File: src/rtl/uart_rx_ctrl.sv
// UART receive sequencer: start/data/parity/stop bit timing, checker strobes and frame verdict.
// Optional build macro UART_RX_FRAME_ERR_EN adds the framing_err output.
module uart_rx_ctrl #(
  parameter int DATA_WIDTH     = 8,
  parameter int PRESCALE_WIDTH = 6
) (
  input  logic                      CLK,
  input  logic                      RST,
  input  logic                      RX_IN,
  input  logic                      PAR_EN,
  input  logic [PRESCALE_WIDTH-1:0] Prescale,
  input  logic                      Start_glitch,
  input  logic                      Par_err,
  input  logic                      Stp_err,
  output logic [PRESCALE_WIDTH-1:0] edge_cnt,
  output logic [3:0]                bit_cnt,
  output logic                      dat_samp_en,
  output logic                      strt_chk_en,
  output logic                      par_chk_en,
  output logic                      stp_chk_en,
  output logic                      deser_en,
  output logic                      data_valid
`ifdef UART_RX_FRAME_ERR_EN
  ,
  output logic                      framing_err
`endif
);

  // state   | meaning
  // IDLE    | line idle, counters cleared, waiting for RX_IN low
  // START   | timing the start bit, glitch verdict at end of bit
  // DATA    | timing data bits 1..DATA_WIDTH
  // PARITY  | timing the parity bit, parity verdict latched at end of bit
  // STOP    | timing the stop bit
  // DONE    | single-cycle frame verdict, may chain straight into START
  typedef enum logic [2:0] {
    S_IDLE, S_START, S_DATA, S_PARITY, S_STOP, S_DONE
  } state_t;

  localparam logic [3:0] LAST_DATA_BIT = 4'(DATA_WIDTH);

  state_t                    state_q, state_d;
  logic [PRESCALE_WIDTH-1:0] prescale_q, prescale_d;
  logic [PRESCALE_WIDTH-1:0] edge_q, edge_d;
  logic [3:0]                bit_q, bit_d;
  logic                      par_flag_q, par_flag_d;

  logic [PRESCALE_WIDTH-1:0] last_edge;
  logic [PRESCALE_WIDTH-1:0] chk_edge;
  logic                      bit_end;
  logic                      chk_now;

  assign last_edge = prescale_q - PRESCALE_WIDTH'(1);
  assign chk_edge  = (prescale_q >> 1) + PRESCALE_WIDTH'(2);
  assign bit_end   = (edge_q == last_edge);
  assign chk_now   = (edge_q == chk_edge);

  always_ff @(posedge CLK or negedge RST) begin
    if (!RST) begin
      state_q    <= S_IDLE;
      prescale_q <= '0;
      edge_q     <= '0;
      bit_q      <= '0;
      par_flag_q <= 1'b0;
    end else begin
      state_q    <= state_d;
      prescale_q <= prescale_d;
      edge_q     <= edge_d;
      bit_q      <= bit_d;
      par_flag_q <= par_flag_d;
    end
  end

  always_comb begin
    state_d     = state_q;
    prescale_d  = prescale_q;
    edge_d      = edge_q;
    bit_d       = bit_q;
    par_flag_d  = par_flag_q;
    dat_samp_en = 1'b0;
    strt_chk_en = 1'b0;
    deser_en    = 1'b0;
    par_chk_en  = 1'b0;
    stp_chk_en  = 1'b0;
    data_valid  = 1'b0;
`ifdef UART_RX_FRAME_ERR_EN
    framing_err = 1'b0;
`endif

    if (state_q inside {S_START, S_DATA, S_PARITY, S_STOP}) begin
      dat_samp_en = 1'b1;
      if (bit_end) begin
        edge_d = '0;
        bit_d  = bit_q + 4'd1;
      end else begin
        edge_d = edge_q + PRESCALE_WIDTH'(1);
      end
    end

    case (state_q)
      S_IDLE: begin
        if (!RX_IN) state_d = S_START;
      end
      S_START: begin
        strt_chk_en = chk_now;
        if (bit_end) state_d = Start_glitch ? S_IDLE : S_DATA;
      end
      S_DATA: begin
        deser_en = chk_now;
        if (bit_end && bit_q == LAST_DATA_BIT) state_d = PAR_EN ? S_PARITY : S_STOP;
      end
      S_PARITY: begin
        par_chk_en = chk_now;
        if (bit_end) begin
          par_flag_d = Par_err;
          state_d    = S_STOP;
        end
      end
      S_STOP: begin
        stp_chk_en = chk_now;
        if (bit_end) state_d = S_DONE;
      end
      S_DONE: begin
        data_valid = !(par_flag_q || Stp_err);
`ifdef UART_RX_FRAME_ERR_EN
        framing_err = par_flag_q || Stp_err;
`endif
        state_d = RX_IN ? S_IDLE : S_START;
      end
      default: state_d = S_IDLE;
    endcase

    // A new frame (from IDLE or chained from DONE) snapshots its bit period here.
    if (state_d == S_START && (state_q == S_IDLE || state_q == S_DONE)) begin
      prescale_d = Prescale;
      par_flag_d = 1'b0;
      edge_d     = '0;
      bit_d      = '0;
    end
    if (state_d == S_IDLE || state_d == S_DONE) begin
      edge_d = '0;
      bit_d  = '0;
    end
  end

  assign edge_cnt = edge_q;
  assign bit_cnt  = bit_q;

endmodule
File: config.mk
export PLATFORM = sky130hd
export DESIGN_NAME = uart_rx_ctrl
export DESIGN_NICKNAME = d
export VERILOG_FILES = /design/src/rtl/uart_rx_ctrl.sv
export SDC_FILE = /design/constraint.sdc
export NUM_CORES = 1
export LEC_CHECK = 0
export ABC_AREA = 1
export BUFFER_PORTS_ARGS = -buffer_cell sky130_fd_sc_hd__buf_4
export CAP_MARGIN = 20
export CORE_MARGIN = 1.5
export CORE_UTILIZATION = 55
export DETAILED_ROUTE_END_ITERATION = 10
export PLACE_DENSITY = 0.9
export SLEW_MARGIN = 40
export SYNTH_ARGS = -nofsm -noshare
export SYNTH_HDL_FRONTEND = slang
export SYNTH_SLANG_ARGS = --single-unit
File: constraint.sdc
create_clock -name CLK -period 6.34 [get_ports CLK]
set_input_delay 1.268 -clock CLK [delete_from_list [all_inputs] [get_ports CLK]]
set_output_delay 1.268 -clock CLK [all_outputs]
set_load 0.1 [all_outputs]
==> results.sh <==
export IMPL_yosys_cell_types_count=29
export IMPL_required_ns=5.07
export IMPL_layout_common_cells="nand2_1, buf_4, inv_1"
export IMPL_worstHoldStart="par_flag_q$_DFFE_PN0P_"
export IMPL_critPathArrivalTime_ns=2.08
export IMPL_maxSlewViolCount=0
export IMPL_synth_top_area_share_pct=30.9
export IMPL_clock_latency_ns=0.30
export IMPL_die_h_um=57.2
export IMPL_viasPerCell=5.20
export IMPL_synthTopCellsByArea="dfrtp_1, nand2_1, nand3_1, inv_1, ha_1"
export IMPL_dieArea_mm2=0.00328
export IMPL_syn_num_nets=232
export IMPL_design_area_mm2=0.00189
export IMPL_ant_nets=0
export IMPL_wl_per_cell_um=11.6
export IMPL_grt_max_degree=21
export IMPL_clk_pin_slew_worst_paths_ns=0.11
export IMPL_pwr_density_cell_mw_per_mm2=521
export IMPL_n_antenna_cell=0
export IMPL_cap_violations=0
export IMPL_cts_setup_buffers=0
export IMPL_path_class="register to output port"
export IMPL_cts_sinks=20
export IMPL_row_count=19
export IMPL_place_hpwl_mm=2.58
export IMPL_initial_core_util_pct=58.2
export IMPL_final_nets=263
export IMPL_power_uw=983
export IMPL_ys_seq_area_share_pct=30.9
export IMPL_place_gp_congestion=0.856
export IMPL_grt_total_usage_pct=21.1
export IMPL_hold_viol=0
export IMPL_grt_pass1_vias=1260
export IMPL_cp_startpoint="prescale_q[2]$_DFFE_PN0P_"
export IMPL_vias=1419
export IMPL_gr_total_overflow=0
export IMPL_synthCells=212
export IMPL_cts_max_level=1
export IMPL_grt_pass1_wl_mm=5.49
export IMPL_period_share_pct=52.8
export IMPL_cp_max_fo=6
export IMPL_peakVddDrop_uv=426
export IMPL_cts_hold_buf=0
export IMPL_rsz0062_at_grt="no"
export IMPL_core_region_area_mm2=0.00278
export IMPL_critPathCaptureType="output port"
export IMPL_yosysTopAreaCell="dfrtp_1"
export IMPL_final_common_cell="nand2_1"
export IMPL_first_pass_iters=4
export IMPL_clock_path_buffers=2
export IMPL_cp_start_kind="register"
export IMPL_drt_iter0_markers=43
export IMPL_ios=29
export IMPL_die_w_um=57.2
export IMPL_area_growth_syn_to_layout_pct=16.6
export IMPL_syn_cell_area_mm2=0.00162
export IMPL_synth_avg_cell_area_um2=7.63
export IMPL_yosysWarnings=0
export IMPL_synth_seq_cells=20
export IMPL_rr_startpoint="prescale_q[3]$_DFFE_PN0P_"
export IMPL_numCtsBuffers=3
export IMPL_tns_ns=0
export IMPL_fmax_mhz=299
export IMPL_wl_mm=3.17
export IMPL_power_leakage_nw=1.01
export IMPL_drc=0
export IMPL_skew_ns=0.00157
export IMPL_cts_root_buf="clkbuf_4"
export IMPL_finalCriticalPeriod_ns=3.35
export IMPL_cts_tree="built"
export IMPL_finalSetupViolations=0
export IMPL_min_path_type="register to register"
export IMPL_cts_resized=0
export IMPL_antenna_found_initial=0
export IMPL_status="finished clean"
export IMPL_postPlaceCellArea_mm2=0.00185
export IMPL_drive_gt1_share_pct=30.2
export IMPL_slew_headroom_pct=73.3
export IMPL_worstMarginPinSlew_ns=0.400
export IMPL_port_buffers=28
-- logic make-up (layout without fill, tap and decap cells) --
logic type / count (synthesis) / count (layout) / synth area share [%]
AOI/OAI and AO/OA: 12 / 12 / 5.03
xor gates and xnor gates: 15 / 15 / 8.12
adders and majority gates: 7 / 7 / 5.41
buffers and inverters: 42 / 72 / 10.5
DFF: 20 / 20 / 30.9
and+or+nand+nor: 116 / 116 / 40.0
-- path summary, 6_finish.rpt --
path / cells after the start / to / slack [ns]
worst max-delay path: 7 / deser_en / 2.99
worst min-delay path: 2 / par_flag_q$_DFFE_PN0P_ / 0.55
worst max register to register: 14 / edge_cnt[4]$_DFFE_PN0P_ / 4.08
worst min register to register: 2 / par_flag_q$_DFFE_PN0P_ / 0.55
max in group asynchronous: 1 / state_q[2]$_DFF_PN0_ / 5.32
min in group asynchronous: 1 / edge_cnt[0]$_DFFE_PN0P_ / 0.81
-- flip-flops by register name (all words and copies together), names as in the netlist --
signal,count
bit_cnt,4
par_flag_q,1
prescale_q,6
edge_cnt,6
state_q,3
-- worst max-delay path: stages, from the launching register on --
cell     delay, ns
dfrtp_1       0.49
inv_2         0.09
ha_1          0.31
xor2_1        0.14
nor3_1        0.15
nand3_1       0.17
nor2_1        0.13
buf_4         0.30
-- stage by stage --
step                      hold slack (ns)  instances  setup WS [ns]  util, %
final                               0.546        273           2.99     67.8
after global routing                0.570        273           2.83     67.8
after CTS                           0.555        273           2.98     67.8
after detailed placement            0.539        269           3.21     66.5
after global placement              0.522        269           3.22     66.5
after floorplan                     0.506        212           1.71        -
-- synth_stat cells, drive strengths merged --
| cell | instances |
|---|---|
| nand2 | 46 |
| inv | 39 |
| nand3 | 31 |
| nor2 | 24 |
| dfrtp | 20 |
| xor2 | 10 |
| o21ai | 8 |
| ha | 7 |
| nand4 | 7 |
| xnor2 | 5 |
| nor3 | 4 |
| a21oi | 3 |
| buf | 2 |
| nand3b | 2 |
| a21boi | 1 |
| and3b | 1 |
| clkbuf | 1 |
| or2 | 1 |
-- final cells by class --
cell class                      instances  area [µm²]
Clock buffer                            4        36.3
Inverter                               39         146
Tap cell                               31        38.8
Multi-Input combinational cell        150         947
Sequential cell                        20         500
Fill cell                             235         895
Timing Repair Buffer                   29         218
-- per-layer routing --
layer	global-route usage, %	vias to the layer above	share of wire [%]
li1	-	733	-
met4	5.65	0	1.3
met1	30.0	652	49
met3	2.04	7	2.4
met5	0	-	0
met2	34.6	27	47
-- power breakdown --
group | total [mW] | switching, mW | internal (mW)
Sequential | 0.223 | 0.0559 | 0.167
Combinational | 0.685 | 0.481 | 0.204
Clock | 0.0748 | 0.0398 | 0.0351
Total | 0.983 | 0.577 | 0.406
Power figures use the tool's default switching activity.
